`src/rtl/rob_pkg.sv`:
```
// Shared constants and helpers for the reorder-buffer controller.
package rob_pkg;

  localparam int unsigned ROB_ID_WIDTH_DEF   = 4;
  localparam int unsigned ROB_DATA_WIDTH_DEF = 8;

  // Pointers carry one wrap bit above the index; id is an index.
  // True when id lies in [head, tail) modulo the buffer depth.
  function automatic logic in_window(input logic [31:0] head,
                                     input logic [31:0] tail,
                                     input logic [31:0] id,
                                     input int unsigned id_w);
    logic [31:0] idx_mask;
    logic [31:0] ptr_mask;
    logic [31:0] cnt;
    logic [31:0] ofs;
    idx_mask = (32'd1 << id_w) - 32'd1;
    ptr_mask = (idx_mask << 1) | 32'd1;
    cnt      = (tail - head) & ptr_mask;
    ofs      = (id - head) & idx_mask;
    return ofs < cnt;
  endfunction

endpackage

```
`src/rtl/mem_2ps.sv`:
```
// Two-port memory: synchronous write port, asynchronous read port. Contents are not reset.
module mem_2ps #(
  parameter int unsigned ADDR_WIDTH = 4,
  parameter int unsigned DATA_WIDTH = 8
) (
  input  logic                  clk,
  input  logic                  we_i,
  input  logic [ADDR_WIDTH-1:0] waddr_i,
  input  logic [DATA_WIDTH-1:0] wdata_i,
  input  logic [ADDR_WIDTH-1:0] raddr_i,
  output logic [DATA_WIDTH-1:0] rdata_o
);

  logic [DATA_WIDTH-1:0] mem_q [2**ADDR_WIDTH];

  always_ff @(posedge clk) begin
    if (we_i) mem_q[waddr_i] <= wdata_i;
  end

  assign rdata_o = mem_q[raddr_i];

endmodule

```
`src/rtl/rob_ctrl.sv`:
```
// Reorder-buffer controller: in-order alloc, out-of-order writeback, in-order commit.
// Optional ROB_WB_BYPASS_EN forwards a same-cycle writeback to the head straight to commit.
module rob_ctrl
  import rob_pkg::*;
#(
  parameter int unsigned ID_WIDTH   = ROB_ID_WIDTH_DEF,
  parameter int unsigned DATA_WIDTH = ROB_DATA_WIDTH_DEF
) (
  input  logic                  clk,
  input  logic                  rst_n,
  input  logic                  alloc_valid_i,
  output logic                  alloc_ready_o,
  output logic [ID_WIDTH-1:0]   alloc_id_o,
  input  logic                  wb_valid_i,
  input  logic [ID_WIDTH-1:0]   wb_id_i,
  input  logic [DATA_WIDTH-1:0] wb_data_i,
  output logic                  commit_valid_o,
  input  logic                  commit_ready_i,
  output logic [ID_WIDTH-1:0]   commit_id_o,
  output logic [DATA_WIDTH-1:0] commit_data_o,
  output logic [ID_WIDTH:0]     count_o,
  output logic                  full_o,
  output logic                  empty_o
);

  localparam int unsigned DEPTH = 2**ID_WIDTH;

  logic [ID_WIDTH:0]     head_q, head_d;
  logic [ID_WIDTH:0]     tail_q, tail_d;
  logic [DEPTH-1:0]      done_q, done_d;
  logic [ID_WIDTH-1:0]   head_idx, tail_idx;
  logic [DATA_WIDTH-1:0] mem_rdata;
  logic                  full, empty;
  logic                  wb_accept, bypass_hit;
  logic                  alloc_fire, commit_fire;

  assign head_idx = head_q[ID_WIDTH-1:0];
  assign tail_idx = tail_q[ID_WIDTH-1:0];
  assign empty    = (head_q == tail_q);
  assign full     = (head_idx == tail_idx) && (head_q[ID_WIDTH] != tail_q[ID_WIDTH]);

  assign wb_accept = wb_valid_i && !done_q[wb_id_i]
                     && in_window(32'(head_q), 32'(tail_q), 32'(wb_id_i), ID_WIDTH);

`ifdef ROB_WB_BYPASS_EN
  assign bypass_hit = wb_accept && (wb_id_i == head_idx);
`else
  assign bypass_hit = 1'b0;
`endif

  assign alloc_ready_o  = !full;
  assign alloc_id_o     = tail_idx;
  assign commit_valid_o = !empty && (done_q[head_idx] || bypass_hit);
  assign commit_id_o    = head_idx;
  assign commit_data_o  = bypass_hit ? wb_data_i : mem_rdata;
  assign count_o        = tail_q - head_q;
  assign full_o         = full;
  assign empty_o        = empty;

  assign alloc_fire  = alloc_valid_i && !full;
  assign commit_fire = commit_valid_o && commit_ready_i;

  // Commit clear is applied last so a bypassed retire leaves the entry not-done.
  always_comb begin
    head_d = head_q;
    tail_d = tail_q;
    done_d = done_q;
    if (alloc_fire) begin
      tail_d           = tail_q + 1'b1;
      done_d[tail_idx] = 1'b0;
    end
    if (wb_accept) done_d[wb_id_i] = 1'b1;
    if (commit_fire) begin
      head_d           = head_q + 1'b1;
      done_d[head_idx] = 1'b0;
    end
  end

  always_ff @(posedge clk or negedge rst_n) begin
    if (!rst_n) begin
      head_q <= '0;
      tail_q <= '0;
      done_q <= '0;
    end else begin
      head_q <= head_d;
      tail_q <= tail_d;
      done_q <= done_d;
    end
  end

  mem_2ps #(
    .ADDR_WIDTH (ID_WIDTH),
    .DATA_WIDTH (DATA_WIDTH)
  ) u_mem (
    .clk     (clk),
    .we_i    (wb_accept),
    .waddr_i (wb_id_i),
    .wdata_i (wb_data_i),
    .raddr_i (head_idx),
    .rdata_o (mem_rdata)
  );

endmodule
```
`config.mk`:
```
export PLATFORM = sky130hd
export DESIGN_NAME = rob_ctrl
export DESIGN_NICKNAME = d
export VERILOG_FILES = /design/src/rtl/rob_pkg.sv /design/src/rtl/mem_2ps.sv /design/src/rtl/rob_ctrl.sv
export SDC_FILE = /design/constraint.sdc
export NUM_CORES = 1
export LEC_CHECK = 0
export ABC_AREA = 1
export BUFFER_PORTS_ARGS = -buffer_cell sky130_fd_sc_hd__buf_2
export CORE_MARGIN = 2
export CORE_UTILIZATION = 30
export DETAILED_ROUTE_END_ITERATION = 10
export PLACE_DENSITY = 0.5
export SYNTH_ARGS = -nofsm -noshare
export SYNTH_HDL_FRONTEND = slang
export SYNTH_HIERARCHICAL = 1
export SYNTH_SLANG_ARGS = --single-unit
```
`constraint.sdc`:
```
create_clock -name clk -period 6.5 [get_ports clk]
set_input_delay 0.975 -clock clk [delete_from_list [all_inputs] [get_ports clk]]
set_output_delay 0.975 -clock clk [all_outputs]
set_load 0.05 [all_outputs]
```
==> results.json <==
{
  "result_of_the_run": "completed",
  "crit_fanout": 75,
  "worst_hold_path.endpoint": "tail_q[4]",
  "met2RoutedLength_um": 10700,
  "m1WireLength_um": 10500,
  "power_density_nw_per_um2": 510,
  "synthFlopType": "edfxtp_1",
  "synthesis.instances": 928,
  "worst-endpoint-arrival_ns": 3.30,
  "floorplan.rows": 60,
  "clkSinkCount": 154,
  "cp.required_ns": 5.52,
  "syn_avg_cell_area_um2": 8.77,
  "pin_count": 42,
  "postCtsSetupRepairBufs": 0,
  "fraction_of_the_yosys_area_taken_by_sequential_cells": 0.553,
  "pin_count_of_the_biggest_net_entering_global_routing": 76,
  "port-buffer-count": 41,
  "drt_pass1_iterations": 5,
  "worst_r2r_path_depth": 15,
  "drt_iter0_drcs": 582,
  "cp-start-kind": "flop",
  "finalSetupViolations": 0,
  "worst-slew-pin-transition_ns": 1.14,
  "placed_area_um2": 8490,
  "finalNetCount": 986,
  "layout-area-overhead-vs-synth_pct": 11.6,
  "post_drt_wl_per_cell_um": 17.3,
  "netlist_top_cells_count": "303 x nand2_1, 157 x inv_1, 129 x nand3_1",
  "fin_clk_skew_ns": 0.0119,
  "post_cts_resize_count": 0,
  "wl_met3_um": 1020,
  "start_util": 0.304,
  "cts_root_buffer": "clkbuf_16",
  "yosysUniqueCellTypes": 32,
  "netlist_top_cells_area": "edfxtp_1 47%, nand2_1 14%, dfrtp_1 8.0%",
  "number_of_clock_buffers_inserted_by_tritoncts": 17,
  "cellLeakagePower_nw": 4.17,
  "floorplan.die.height_um": 169,
  "ctsHtreeMaxLevel": 4,
  "yosysTopAreaCellShare": 0.473,
  "post_route_cells_drive_above_1_share": 0.102,
  "cp-end-kind": "output port",
  "track_usage": 0.163,
  "synth-xor-area-share": 0.0160,
  "yosys.area_share.simple": 0.272,
  "combinational_family_with_the_most_area_after_synthesis": "simple AND/OR/NAND/NOR gates",
  "dr.max_layer_used": "met4",
  "post_drt_via_cell_ratio": 4.60,
  "clock_tree_from_tritoncts": "built",
  "core_area_um2": 26800,
  "reg2reg_to": "u_mem/mem_q[9][2]",
  "synth_adder_area_share": 0.0326,
  "crit_path_max_incr_delay_ns": 0.71,
  "period_share": 0.658,
  "top_count_cell_post_synth": "nand2_1",
  "die_w_um": 169,
  "num_antenna_cells": 0,
  "grt_pass1_wl_um": 34900,
  "postSynth.asyncResetShare": 0.169,
  "worstPathCellList": "buf_4 > inv_2 > nand2_1 > nand3_1 > nand3_1 > nand3_1 > nand2_1 > buf_2",
  "fin_worst_hold_slack_ns": 0.530,
  "clk_latency_ns": 0.43,
  "yosys_register_bits": 154,
  "first_global_vias": 5896,
  "r2r_setup_slack_ns": 2.27,
  "ir_drop_mv": 0.466,
  "globalplace.congestion": 0.814,
  "minimum_clock_period_ns": 4.28,
  "regToRegStartpoint": "head_q[0]",
  "worst_hold_path_type": "reg2reg",
  "timing_max_transition_violations_final": 0,
  "gr-total-overflow": 0,
  "antenna_found_initial": 0,
  "cell_with_the_most_instances_on_the_worst_path": "nand3_1",
  "setup-tns-final_ns": 0,
  "ant_nets": 0,
  "hpwl_um": 14600,
  "p_total_mw": 4.63,
  "maxSlewHeadroom": 0.239,
  "synth_mux_area_frac": 0,
  "cts.reportedPaths.clkPinSlew_ns": 0.06,
  "synth_compound_gate_area_share": 0.0135,
  "postLayoutCellArea_um2": 9070,
  "slowest_library_cell_on_the_worst_path": "inv_2",
  "clk_path_buf_depth": 2,
  "drcViolationCount": 0,
  "clock.fmax_ghz": 0.234,
  "synth_cell_area_um2": 8130,
  "wl_um": 22500,
  "detailroute.via_count": 5993,
  "leading_area_contributor_after_synthesis": "edfxtp_1",
  "path_class": "reg2out",
  "synth.net_count": 965,
  "final_hold_viol_count": 0,
  "min-delay-start": "tail_q[4]",
  "ctsHoldBuffers": 0,
  "rsz0062_at_grt": "no",
  "whs_path_cells": 1,
  "yosysWarningCount": 6,
  "die_area_um2": 28400,
  "number_of_enable_type_register_cells_in_the_synthesized_netlist": 128,
  "max_cap_viol_count": 0
}
logic make-up (layout without fill, tap and decap cells):
group,count (synthesis),in the layout
AO/OA/AOI/OAI,22,22
flip-flops,154,154
buffers and inverters,206,239
AND/OR/NAND/NOR,512,512
adder cells (fa/ha/maj),20,20
XOR/XNOR,14,14
how the worst max path moves through the flow:
| stage | start | endpoint | slack (ns) |
|---|---|---|---|
| floorplan | head_q[1] | u_mem/mem_q[10][0] | 2.62 |
| finish | head_q[0] | commit_data_o[5] | 2.22 |
| detailed placement | wb_id_i[0] | u_mem/mem_q[10][4] | 1.99 |
| global route | head_q[0] | u_mem/mem_q[9][4] | 1.87 |
| global placement | wb_id_i[0] | u_mem/mem_q[10][4] | 2.08 |
| CTS | head_q[0] | commit_data_o[1] | 2.22 |
sequential cells by signal (all words and copies together), names as in the netlist:
register and cells:
tail_q 5, u_mem/mem_q 128, done_q 16, head_q 5
metrics by stage:
stage	instances	setup WS, ns	utilization
finish	1302	2.22	0.339
global route	1302	1.87	0.339
CTS	1302	2.22	0.339
detailed placement	1271	1.99	0.317
global placement	1271	2.08	0.317
floorplan	928	2.62	-
final cells by class:
cell class                      instances  area [µm²]
Fill cell                            2825       17700
Sequential cell                       154        4500
Multi-Input combinational cell        568        2720
Inverter                              164         618
Tap cell                              341         427
Clock buffer                           17         425
Timing Repair Buffer                   44         228
Clock inverter                         14         163
report_power, final:
part	switching [mW]	internal (mW)	total [mW]
registers	0.112	1.19	1.30
clock network	0.428	0.574	1.00
logic	1.74	0.576	2.32
total	2.28	2.34	4.63
cell usage in the layout (no fill, tap or decap), drive strengths merged:
master and instances:
a21oi 5, and2 1, buf 44, bufinv 2, clkbuf 17, clkinv 4
clkinvlp 2, dfrtp 26, edfxtp 128, fa 2, ha 18, inv 170
nand2 310, nand3 130, nand3b 2, nand4 16, nor2 51, nor3 1
nor4 1, o21ai 17, xnor2 4, xor2 10
critical path: cells and delay by family, from the launching register on:
family | cells | cell delay (ns)
buf+inv | 3 | 1.66
simple gates | 5 | 0.76
flops | 1 | 0.42
layer usage:
layer  up-vias  track usage
met5         -            0
met3        24       0.0316
met1      2827        0.223
met2       165        0.267
met4         0       0.0409
li1       2977            -
Power figures use the tool's default switching activity.
